File: config.mk
export PLATFORM = sky130hd
export DESIGN_NAME = arcade_input_mux
export DESIGN_NICKNAME = d
export VERILOG_FILES = /design/src/rtl/arcade_input_mux.sv
export SDC_FILE = /design/constraint.sdc
export NUM_CORES = 1
export LEC_CHECK = 0
export ABC_AREA = 0
export BUFFER_PORTS_ARGS = -buffer_cell sky130_fd_sc_hd__buf_2
export CORE_AREA = 8 8 112 114
export CTS_BUF_LIST = sky130_fd_sc_hd__clkbuf_8
export DETAILED_ROUTE_END_ITERATION = 10
export DIE_AREA = 0 0 120 122
export PLACE_DENSITY = 0.75
export SLEW_MARGIN = 20
export SYNTH_ARGS = -nofsm -noshare
export SYNTH_HDL_FRONTEND = slang
export SYNTH_SLANG_ARGS = --single-unit
File: constraint.sdc
create_clock -name clk -period 3.22 [get_ports clk]
set_input_delay 0.161 -clock clk [delete_from_list [all_inputs] [get_ports clk]]
set_output_delay 0.161 -clock clk [all_outputs]
set_load 0.005 [all_outputs]
File: src/rtl/arcade_input_mux.sv
`default_nettype none
// ==========================================================================
// arcade_input_mux : merges PS/2 keys and joystick words into registered
// per-player arcade controls with SOCD cleaning, coin shaping and autofire.
// Revision : 1.0
// ==========================================================================
module arcade_input_mux #(
   parameter int PLAYERS      = 2,
   parameter int BUTTONS      = 3,
   parameter int COIN_CYCLES  = 96000,
   parameter int AUTOFIRE_DIV = 3200000
) (
   input  logic                       clk,
   input  logic                       reset,
   input  logic [10:0]                ps2_key,
   input  logic [32*PLAYERS-1:0]      joy,
   input  logic [1:0]                 socd_mode,
   input  logic [BUTTONS-1:0]         autofire_mask,
   output logic [4*PLAYERS-1:0]       dir,
   output logic [BUTTONS*PLAYERS-1:0] btn,
   output logic [PLAYERS-1:0]         start,
   output logic [PLAYERS-1:0]         coin,
   output logic                       pause
);

   localparam int CW   = $clog2(COIN_CYCLES + 1);
   localparam int AW   = (AUTOFIRE_DIV > 1) ? $clog2(AUTOFIRE_DIV) : 1;
   localparam int NK   = 9;
   localparam int K_R  = 0;
   localparam int K_L  = 1;
   localparam int K_D  = 2;
   localparam int K_U  = 3;
   localparam int K_B1 = 4;
   localparam int K_ST = 7;
   localparam int K_CN = 8;

   logic                       init_q;
   logic                       tog_q;
   logic [2*NK-1:0]            key_q, key_d;
   logic                       kpause_q, kpause_d;
   logic                       w_evt;
   logic [AW-1:0]              af_cnt_q;
   logic                       af_phase_q;
   logic [4*PLAYERS-1:0]       dir_d;
   logic [BUTTONS*PLAYERS-1:0] btn_d;
   logic [PLAYERS-1:0]         start_d;
   logic [PLAYERS-1:0]         w_pause_p;
   logic                       pause_d;
   logic                       w_unused;

   assign w_unused = ^{ps2_key[8], key_q};

   // init_q masks the first clock after reset so a stale toggle level is not taken as an event
   assign w_evt = init_q && (ps2_key[10] != tog_q);

   always_comb begin
      key_d    = key_q;
      kpause_d = kpause_q;
      if (w_evt) begin
         case (ps2_key[7:0])
            8'h75:   key_d[K_U]       = ps2_key[9];
            8'h72:   key_d[K_D]       = ps2_key[9];
            8'h6B:   key_d[K_L]       = ps2_key[9];
            8'h74:   key_d[K_R]       = ps2_key[9];
            8'h14:   key_d[K_B1]      = ps2_key[9];
            8'h11:   key_d[K_B1+1]    = ps2_key[9];
            8'h29:   key_d[K_B1+2]    = ps2_key[9];
            8'h16:   key_d[K_ST]      = ps2_key[9];
            8'h2E:   key_d[K_CN]      = ps2_key[9];
            8'h4D:   kpause_d         = ps2_key[9];
            8'h2D:   key_d[NK+K_U]    = ps2_key[9];
            8'h2B:   key_d[NK+K_D]    = ps2_key[9];
            8'h23:   key_d[NK+K_L]    = ps2_key[9];
            8'h34:   key_d[NK+K_R]    = ps2_key[9];
            8'h1C:   key_d[NK+K_B1]   = ps2_key[9];
            8'h1B:   key_d[NK+K_B1+1] = ps2_key[9];
            8'h15:   key_d[NK+K_B1+2] = ps2_key[9];
            8'h1E:   key_d[NK+K_ST]   = ps2_key[9];
            8'h36:   key_d[NK+K_CN]   = ps2_key[9];
            default: key_d            = key_q;
         endcase
      end
   end

   always_ff @(posedge clk or posedge reset) begin
      if (reset) begin
         init_q   <= 1'b0;
         tog_q    <= 1'b0;
         key_q    <= '0;
         kpause_q <= 1'b0;
      end else begin
         init_q   <= 1'b1;
         tog_q    <= ps2_key[10];
         key_q    <= key_d;
         kpause_q <= kpause_d;
      end
   end

   always_ff @(posedge clk or posedge reset) begin
      if (reset) begin
         af_cnt_q   <= '0;
         af_phase_q <= 1'b1;
      end else if (af_cnt_q == AW'(AUTOFIRE_DIV - 1)) begin
         af_cnt_q   <= '0;
         af_phase_q <= ~af_phase_q;
      end else begin
         af_cnt_q   <= af_cnt_q + AW'(1);
      end
   end

   for (genvar p = 0; p < PLAYERS; p++) begin : g_player
      logic [31:0]   w_joy;
      logic [NK-1:0] w_key;
      logic [3:0]    w_dir_raw;
      logic [3:0]    w_dir_clean;
      logic          w_coin_raw;
      logic          w_unused_in;
      logic          coin_prev_q;
      logic [CW-1:0] coin_cnt_q, coin_cnt_d;

      assign w_joy = joy[32*p +: 32];

      if (p < 2) begin : g_kbd
         assign w_key = key_q[NK*p +: NK];
      end else begin : g_nokbd
         assign w_key = '0;
      end

      assign w_unused_in = ^{w_joy, w_key};

      // packed as {U,D,R,L} so each axis is an adjacent bit pair
      assign w_dir_raw = {w_joy[3] | w_key[K_U], w_joy[2] | w_key[K_D],
                          w_joy[0] | w_key[K_R], w_joy[1] | w_key[K_L]};

      for (genvar a = 0; a < 2; a++) begin : g_axis
         logic [1:0] w_pair, w_rise, w_out;
         logic [1:0] prev_q, win_q, win_d;

         assign w_pair = w_dir_raw[2*a +: 2];
         assign w_rise = w_pair & ~prev_q;

         always_comb begin
            win_d = win_q;
            case (w_rise)
               2'b01:   win_d = 2'b01;
               2'b10:   win_d = 2'b10;
               2'b11:   win_d = 2'b00;
               default: win_d = win_q;
            endcase
            w_out = w_pair;
            if (w_pair == 2'b11) begin
               case (socd_mode)
                  2'd0:    w_out = 2'b11;
                  2'd2:    w_out = win_d;
                  default: w_out = 2'b00;
               endcase
            end
         end

         always_ff @(posedge clk or posedge reset) begin
            if (reset) begin
               prev_q <= 2'b00;
               win_q  <= 2'b00;
            end else begin
               prev_q <= w_pair;
               win_q  <= win_d;
            end
         end

         assign w_dir_clean[2*a +: 2] = w_out;
      end

      assign dir_d[4*p +: 4] = w_dir_clean;

      for (genvar i = 0; i < BUTTONS; i++) begin : g_btn
         logic w_raw;
         if (i < 3) begin : g_kb
            assign w_raw = w_joy[4+i] | w_key[K_B1+i];
         end else begin : g_js
            assign w_raw = w_joy[4+i];
         end
         assign btn_d[BUTTONS*p + i] = w_raw & (autofire_mask[i] ? af_phase_q : 1'b1);
      end

      assign start_d[p]   = w_joy[4+BUTTONS] | w_key[K_ST];
      assign w_coin_raw   = w_joy[5+BUTTONS] | w_key[K_CN];
      assign w_pause_p[p] = w_joy[6+BUTTONS];

      // a rise only arms the counter when idle, so presses during a pulse are dropped
      always_comb begin
         coin_cnt_d = coin_cnt_q;
         if (coin_cnt_q != '0)
            coin_cnt_d = coin_cnt_q - CW'(1);
         else if (w_coin_raw && !coin_prev_q)
            coin_cnt_d = CW'(COIN_CYCLES);
      end

      always_ff @(posedge clk or posedge reset) begin
         if (reset) begin
            coin_prev_q <= 1'b0;
            coin_cnt_q  <= '0;
         end else begin
            coin_prev_q <= w_coin_raw;
            coin_cnt_q  <= coin_cnt_d;
         end
      end

      assign coin[p] = (coin_cnt_q != '0);
   end

   assign pause_d = (|w_pause_p) | kpause_q;

   always_ff @(posedge clk or posedge reset) begin
      if (reset) begin
         dir   <= '0;
         btn   <= '0;
         start <= '0;
         pause <= 1'b0;
      end else begin
         dir   <= dir_d;
         btn   <= btn_d;
         start <= start_d;
         pause <= pause_d;
      end
   end

endmodule
`default_nettype wire
==> flow_metrics.py <==
metrics = {
    "final_layout": {
        "layout-drive-gt1-share_pct": 23.8,
        "multiInputGateArea_um2": 2250,
        "diodes": 0,
        "final_area_um2": 6300,
        "area_growth_pct": 20.7,
        "fillCellCount": 873,
        "final_nets": 655,
        "seq_area_um2": 2830,
        "fin_util_pct": 58.9,
        "instances_no_fill": 720,
    },
    "global_routing": {
        "grt_pass1_wl_um": 18600,
        "grt-ovfl-total": 0,
        "grt_pass1_vias": 4012,
        "grt.total_usage_pct": 15.9,
        "antenna_found_initial": 0,
        "grt.met2_usage_pct": 26.1,
        "busiest_layer": "met2",
        "grt_max_degree": 59,
        "grtUsageMet3_pct": 4.53,
        "met1_usage_pct": 18.2,
    },
    "route": {
        "drc": 0,
        "wl_per_cell_um": 14.9,
        "num_vias": 3949,
        "drt-initial-drc-count": 155,
        "postRouteAntennaNets": 0,
        "drt-pass1-iter-count": 4,
        "vias_per_cell": 5.48,
        "drt-total-wl_um": 10700,
    },
    "synth": {
        "ys_seq_elements": 113,
        "synthesis.area_um2": 5220,
        "postSynthAreaPerCell_um2": 10.8,
        "syn_nets": 569,
        "ys.warnings.count": 0,
        "synth-edff-count": 0,
        "yosys_most_used_dff": "dfrtp_1",
        "async_reset_ff_share_pct": 100,
        "synth-seq-area-share_pct": 54.2,
        "syn-instance-count": 482,
        "synth_cell_types": 56,
    },
    "power_and_ir_drop": {
        "power_density_nw_per_um2": 537,
        "ir_worst_vdd_v": 0.000323,
        "leakagePower_nw": 2.83,
        "fin_total_pwr_mw": 3.38,
    },
    "job": {
        "drv_cap": 0,
    },
    "timing": {
        "hold_violations": 0,
        "setup_viol": 0,
        "slew_headroom_pct": 51.5,
        "whs_ns": 0.0464,
        "setup_ws_ns": 0.331,
        "finalClockSkew_ns": 0.00648,
        "rsz0062_at_grt": "false",
        "timing.final.crit_share_pct": 89.7,
        "tightest_slew_ns": 0.721,
        "finalMaxSlewViolations": 0,
        "layout_min_cycle_time_ns": 2.89,
        "fmax_mhz": 346,
        "tns_ns": 0,
    },
    "clock_tree": {
        "cts_tree": "yes",
        "clkSlewWorstSetupHoldPaths_ns": 0.07,
        "cts_hold_buf": 22,
        "clockBufferDepth": 2,
        "cts.sink_count": 113,
        "clock_latency_ns": 0.43,
        "cts-buffers-inserted": 17,
        "ctsResizeCount": 0,
        "cts-root-buf": "clkbuf_8",
        "htreeDepth": 4,
        "cts_setup_buffers": 0,
    },
    "setup_path": {
        "reg2regPathDepth": 7,
        "crit_type": "flip-flop to primary output",
        "cp_max_fo": 10,
        "worst_setup_path_start_kind": "flip-flop",
        "required_ns": 3.06,
        "r2r_slack_ns": 0.67,
        "arrival_ns": 2.73,
        "end_kind": "primary output",
    },
    "die": {
        "dieArea_um2": 14600,
        "core-area_um2": 10700,
        "rows": 38,
        "die_y_um": 122,
        "num_io_pins": 101,
        "initial_core_util_pct": 48.8,
        "die_x_um": 120,
    },
    "place": {
        "placed_area_um2": 5650,
        "dp_hpwl_um": 7500,
        "post-place-ws_ns": 0.668,
        "place_inst": 667,
        "gp_congestion": 0.862,
        "portBuffers": 55,
    },
    "worst_hold_path": {
        "worstHoldPathCells": 3,
        "holdCritPathClass": "primary input to flip-flop",
    },
    "status": {
        "status": "finished clean",
    },
}
## cell type report
class,count,share of cell area [%]
clock inverter,9,2.07
tap,140,2.78
sequential,113,44.9
timing repair buffer,80,8.42
inverter,20,1.23
multi-input combinational,336,35.8
clock buffer,22,4.81
## cell usage after synthesis (all sizes together) (9+ instances only)
cell type,count,area share (%)
dfrtp,112,54
nor2,39,2.8
nand2,24,1.7
a21oi,22,2.1
mux2,21,4.5
nor3,21,2.0
inv,20,1.4
nand3,19,1.8
nor4,14,2.0
xnor2,14,2.3
xor2,13,2.2
o21bai,12,1.7
o21a,10,1.4
o21ai,10,0.96
or2,9,1.1
or3,9,1.1
## per-layer routing
metal  share of wire [%]  up-vias
li1                    -     1926
met1                  45     1928
met2                  48       75
met3                 4.7       20
met4                 2.3        0
met5                   0        -
## path summary, 6_finish.rpt
kind,start,endpoint
worst max-delay path,g_player[0].coin_cnt_q[0]$_DFFE_PP0P_,coin[0]
worst min-delay path,autofire_mask[0],btn[0]$_DFF_PP0_
worst max register to register,g_player[0].coin_cnt_q[0]$_DFFE_PP0P_,g_player[0].coin_cnt_q[0]$_DFFE_PP0P_
worst min register to register,af_cnt_q[21]$_DFF_PP0_,af_cnt_q[21]$_DFF_PP0_
max in group asynchronous,reset,af_phase_q$_DFFE_PP1N_
min in group asynchronous,reset,start[0]$_DFF_PP0_
## flip-flops by register name, summed over array words and instances, names as in the netlist, 2 cells and up
signal,flops
af_cnt_q,22
g_player.g_axis.prev_q,8
btn,6
start,2
g_player.g_axis.win_q,8
dir,8
g_player.coin_prev_q,2
g_player.coin_cnt_q,34
key_q,18
## cell usage in the layout, fill, tap and decap left out, types with 19 or more instances in the layout
master	count
buf_2	55
dfrtp_1	112
clkbuf_8	22
nor3_1	21
nor2_1	39
dlygate4sd3_1	22
nand3_1	19
mux2_2	21
nand2_1	24
inv_1	19
a21oi_1	22
## critical path: stages (launching register included)
cell     delay (ns)
dfrtp_1        0.44
inv_1          0.11
ha_1           0.15
or4b_2         0.62
nor4_4         0.43
buf_4          0.26
nand2_1        0.11
buf_2          0.18
## logic make-up (layout without fill, tap and decap cells)
logic type | Yosys count | count (layout) | synth area share [%]
flops | 113 | 113 | 54.2
compound gates | 92 | 92 | 12.3
fa+ha+maj | 5 | 5 | 1.20
simple gates | 188 | 188 | 20.2
buf+inv | 33 | 131 | 2.59
other cells | 1 | 1 | 0.0719
xor+xnor | 27 | 27 | 4.53
mux | 23 | 23 | 4.91
## where the power goes
| part | switching, mW | internal (mW) |
|---|---|---|
| clock | 0.553 | 0.861 |
| combinational | 0.182 | 0.164 |
| sequential | 0.0971 | 1.53 |
| total | 0.832 | 2.55 |
Power figures use the tool's default switching activity.
